==> src/rtl/n_bit_accumulator.sv <==
// Burst accumulator: adds LEN handshaked operands into an N-bit register and returns sum + sticky carry.
// Optional feature: define ACC_SATURATE_EN to clamp the accumulator to all-ones on carry-out.
module n_bit_accumulator #(
  parameter int N       = 32,
  parameter int COUNT_W = 8
) (
  input  logic               clk,
  input  logic               rst,
  input  logic               start,
  input  logic [COUNT_W-1:0] len,
  input  logic [N-1:0]       init,
  input  logic               in_valid,
  output logic               in_ready,
  input  logic [N-1:0]       in_data,
  output logic               out_valid,
  input  logic               out_ready,
  output logic [N-1:0]       out_sum,
  output logic               out_cout,
  output logic               busy
);

  typedef enum logic [1:0] {IDLE, ACCUM, DONE} state_t;

  state_t             state;
  logic [N-1:0]       acc;
  logic [COUNT_W-1:0] remaining;
  logic               cflag;
  logic [N:0]         sum;
  logic [N-1:0]       acc_next;
  logic               beat;

  assign sum  = {1'b0, acc} + {1'b0, in_data};
  assign beat = in_valid && in_ready;

`ifdef ACC_SATURATE_EN
  // Once saturated, acc + x >= all-ones keeps carrying, so acc stays pinned.
  assign acc_next = sum[N] ? {N{1'b1}} : sum[N-1:0];
`else
  assign acc_next = sum[N-1:0];
`endif

  // acc and cflag are registers, so the result ports are registered as well.
  assign out_sum  = acc;
  assign out_cout = cflag;

  always_ff @(posedge clk) begin
    if (rst) begin
      state     <= IDLE;
      acc       <= '0;
      remaining <= '0;
      cflag     <= 1'b0;
      in_ready  <= 1'b0;
      out_valid <= 1'b0;
      busy      <= 1'b0;
    end else begin
      case (state)
        IDLE: begin
          if (start) begin
            acc   <= init;
            cflag <= 1'b0;
            busy  <= 1'b1;
            if (len != '0) begin
              remaining <= len;
              in_ready  <= 1'b1;
              state     <= ACCUM;
            end else begin
              out_valid <= 1'b1;
              state     <= DONE;
            end
          end
        end
        ACCUM: begin
          if (beat) begin
            acc       <= acc_next;
            cflag     <= cflag | sum[N];
            remaining <= remaining - 1'b1;
            if (remaining == COUNT_W'(1)) begin
              in_ready  <= 1'b0;
              out_valid <= 1'b1;
              state     <= DONE;
            end
          end
        end
        DONE: begin
          if (out_ready) begin
            out_valid <= 1'b0;
            busy      <= 1'b0;
            state     <= IDLE;
          end
        end
        default: begin
          in_ready  <= 1'b0;
          out_valid <= 1'b0;
          busy      <= 1'b0;
          state     <= IDLE;
        end
      endcase
    end
  end

endmodule
==> config.mk <==
export PLATFORM = sky130hd
export DESIGN_NAME = n_bit_accumulator
export DESIGN_NICKNAME = d
export VERILOG_FILES = /design/src/rtl/n_bit_accumulator.sv
export SDC_FILE = /design/constraint.sdc
export NUM_CORES = 1
export LEC_CHECK = 0
export BUFFER_PORTS_ARGS = -buffer_cell sky130_fd_sc_hd__buf_4
export CORE_ASPECT_RATIO = 0.6
export CORE_UTILIZATION = 51
export DETAILED_ROUTE_END_ITERATION = 7
export PLACE_DENSITY = 0.87
export SLEW_MARGIN = 20
export SYNTH_ARGS = -nofsm -noshare
export SYNTH_HDL_FRONTEND = slang
export SYNTH_SLANG_ARGS = --single-unit
==> constraint.sdc <==
create_clock -name clk -period 4.8 [get_ports clk]
set_input_delay 0.96 -clock clk [delete_from_list [all_inputs] [get_ports clk]]
set_output_delay 0.96 -clock clk [all_outputs]
set_load 0.01 [all_outputs]
==> impl_metrics.py <==
metrics = {
    "setup_path": {
        "rrSetupSlack_ns": 2.01,
        "end_kind": "flip-flop",
        "critPathLaunch": "in_data[0]",
        "r2r-end": "out_sum[25]$_SDFFE_PP0P_",
        "path_max_fanout": 3,
        "r2r_cells": 6,
        "required_ns": 4.96,
        "start_kind": "input pin",
        "cp_data_arrival_time_ns": 3.32,
        "worstSetupPathType": "in -> reg",
        "crit_end": "out_sum[18]$_SDFFE_PP0P_",
        "r2r-start": "state[0]$_SDFFE_PP0P_",
    },
    "floorplanning": {
        "core.rowCount": 24,
        "initial_core_util_pct": 53.5,
        "die_w_um": 115,
        "io_pins": 113,
        "fp.dieArea_mm2": 0.00809,
        "fp.dieH_um": 70.1,
        "core_area_mm2": 0.00736,
    },
    "grt": {
        "grt_max_degree": 49,
        "grt_first_pass_wirelength_um": 20800,
        "grt_pass1_vias": 4196,
        "grt_overflow": 0,
        "grt_util_met3_pct": 7.55,
        "antenna_found_initial": 0,
        "track_usage_pct": 32.9,
        "grtUsageMet2_pct": 46.0,
        "grt.busiest_layer": "met1",
        "gr-usage-met1_pct": 50.3,
    },
    "sta": {
        "slew_viol_final": 0,
        "setup_viol": 0,
        "fin_crit_ns": 3.16,
        "hold_viol": 0,
        "tns_ns": 0,
        "fmax_mhz": 316,
        "worst_slew_pin_slew_ns": 1.07,
        "min_period_over_period_pct": 65.9,
        "relSlewSlack_pct": 28.5,
        "rsz0062_at_grt": "false",
        "clock_skew_ns": 0.0112,
    },
    "route": {
        "vias": 4609,
        "viasPerCell": 6.21,
        "routedWlPerCell_um": 17.5,
        "drt-total-wl_um": 13000,
        "post-route-drc-count": 0,
        "drt_iter0_markers": 518,
        "firstDrtPassIters": 5,
        "ant_nets": 0,
    },
    "power": {
        "finalPower_mw": 1.83,
        "leakagePower_nw": 2.18,
        "peakVddDrop_uv": 216,
        "powerDensity_mw_per_mm2": 366,
    },
    "cells_and_area": {
        "drive_gt1_share_pct": 21.2,
        "fin_cells": 742,
        "syn_to_final_growth_pct": 27.0,
        "fillers": 663,
        "fin_util_pct": 68.0,
        "antenna_cells": 0,
        "fin_nets": 749,
        "seqCellArea_um2": 921,
        "multi_input_area_mm2": 0.00288,
    },
    "clock_network": {
        "cts_tree": "built",
        "numClockSinks": 46,
        "h-tree-depth": 2,
        "cts_buffers": 5,
        "clk_latency_ns": 0.30,
        "cts-root-buf": "clkbuf_16",
        "cts_resized": 0,
        "ctsHoldBuffers": 0,
        "clkTransAtPathRegs_ns": 0.07,
        "cts_setup_buffers": 0,
        "clock_path_buffers": 2,
    },
    "run": {
        "drv_cap": 0,
    },
    "yosys": {
        "yosysUniqueCellTypes": 56,
        "synth_area_leader_cell": "dfxtp_1",
        "synthArstFlopShare_pct": 0,
        "synth_common_cells": "73 x a21oi_1, 62 x nand2_1, 57 x nor2_1, 46 x dfxtp_1, 43 x o21ai_0",
        "yosysWarnings": 0,
        "ys_top_cells_by_area": "dfxtp_1 23%, ha_1 11%, a21oi_1 9.3%, nand2_1 5.9%, o21ai_0 5.5%",
        "syn-num-nets": 655,
        "synth.avg_cell_area_um2": 7.25,
        "synth_top_cell_area_share_pct": 23.4,
        "ys.flop_type": "dfxtp_1",
        "ys_seq_area_share_pct": 23.4,
        "yosysMostFrequentCell": "a21oi_1",
        "synth_area_mm2": 0.00394,
        "ys_ff_latch": 46,
        "synth-edff-count": 0,
        "synthCells": 543,
    },
    "place": {
        "dp_cells": 734,
        "io_buffer_count": 112,
        "place.gp.congestion": 0.999,
        "hpwlAfterDp_um": 9690,
    },
    "run_status": {
        "status": "completed",
    },
    "worst_hold_path": {
        "hold_class": "reg -> reg",
    },
}
## layout make-up
cell class	instances	share of cell area, %
clock inverters	2	0.750
inverters	9	0.675
multi-input cells	459	57.6
clock buffers	6	2.58
flip-flops and latches	46	18.4
well taps	104	2.60
repair buffers	116	17.4
## cell families after synthesis
kind of cell    Yosys count  share of synthesized area [%]
compound gates          199                           31.4
simple gates            196                           23.6
flops                    46                           23.4
buf+inv                  38                           3.65
fa+ha+maj                35                           11.3
xor+xnor                 25                           5.56
mux                       4                           1.02
## per-layer routing
metal  up-vias  share of wire (%)
li1       2207                  -
met2       262                 41
met1      2128                 47
met3        12                 12
met4         0               0.88
met5         -                  0
## through the flow
| stage | instance area [µm²] | hold WS (ns) | setup slack [ns] |
|---|---|---|---|
| final | 5000 | 0.478 | 1.64 |
| after global routing | 5000 | 0.517 | 1.50 |
| after CTS | 5000 | 0.482 | 1.71 |
| after detailed placement | 4840 | 0.472 | 1.44 |
| after global placement | 4840 | 0.465 | 1.49 |
| after floorplan | 3940 | 0.445 | 1.82 |
## critical path, stage by stage
cell,delay (ns)
buf_4,0.11
ha_1,0.23
fa_1,0.46
a21oi_1,0.26
o211ai_1,0.20
a211oi_2,0.36
nor2_1,0.13
o31a_1,0.26
a221oi_1,0.28
nor3_1,0.08
## power breakdown
group | internal (mW) | switching [mW] | leakage [nW]
clock | 0.247 | 0.166 | 0.0771
sequential | 0.443 | 0.0594 | 0.380
combinational | 0.373 | 0.542 | 1.72
total | 1.06 | 0.767 | 2.18
## registers in the layout, indices dropped and copies added (netlist names)
register / count
out_valid: 1
state: 2
busy: 1
in_ready: 1
out_cout: 1
remaining: 8
out_sum: 32
## cells in the final DEF (no fill, tap or decap), types with 3 or more instances in the layout
cell type,netlist,routed
a211oi_1,13,13
a211oi_2,3,3
a21o_1,7,7
a21oi_1,73,72
a221oi_1,4,4
a311oi_1,8,8
a31oi_1,5,5
and3_1,9,9
and4_1,3,3
buf_4,0,116
clkbuf_16,0,5
dfxtp_1,46,46
ha_1,34,34
inv_1,9,9
mux2i_1,4,4
nand2_1,62,62
nand2b_1,5,5
nand3_1,12,12
nand4_1,4,4
nor2_1,57,57
nor3_1,19,19
nor4_1,5,5
o211ai_1,6,6
o21a_1,4,4
o21ai_0,43,43
o21ai_1,4,4
o22ai_1,8,8
o31ai_1,3,3
or3_1,7,7
xnor2_1,7,7
xor2_1,18,18
## how the worst min path moves through the flow
| stage | from | end | slack (ns) | cells after the start |
|---|---|---|---|---|
| final | out_sum[2]$_SDFFE_PP0P_ | out_sum[2]$_SDFFE_PP0P_ | 0.48 | 2 |
| after global routing | out_sum[2]$_SDFFE_PP0P_ | out_sum[2]$_SDFFE_PP0P_ | 0.52 | 2 |
| after CTS | out_sum[2]$_SDFFE_PP0P_ | out_sum[2]$_SDFFE_PP0P_ | 0.48 | 2 |
| after detailed placement | out_sum[2]$_SDFFE_PP0P_ | out_sum[2]$_SDFFE_PP0P_ | 0.47 | 2 |
| after global placement | remaining[1]$_SDFFE_PP0P_ | remaining[1]$_SDFFE_PP0P_ | 0.46 | 2 |
| after floorplan | remaining[1]$_SDFFE_PP0P_ | remaining[1]$_SDFFE_PP0P_ | 0.45 | 2 |
No activity file was read; power rests on OpenSTA's default activity.
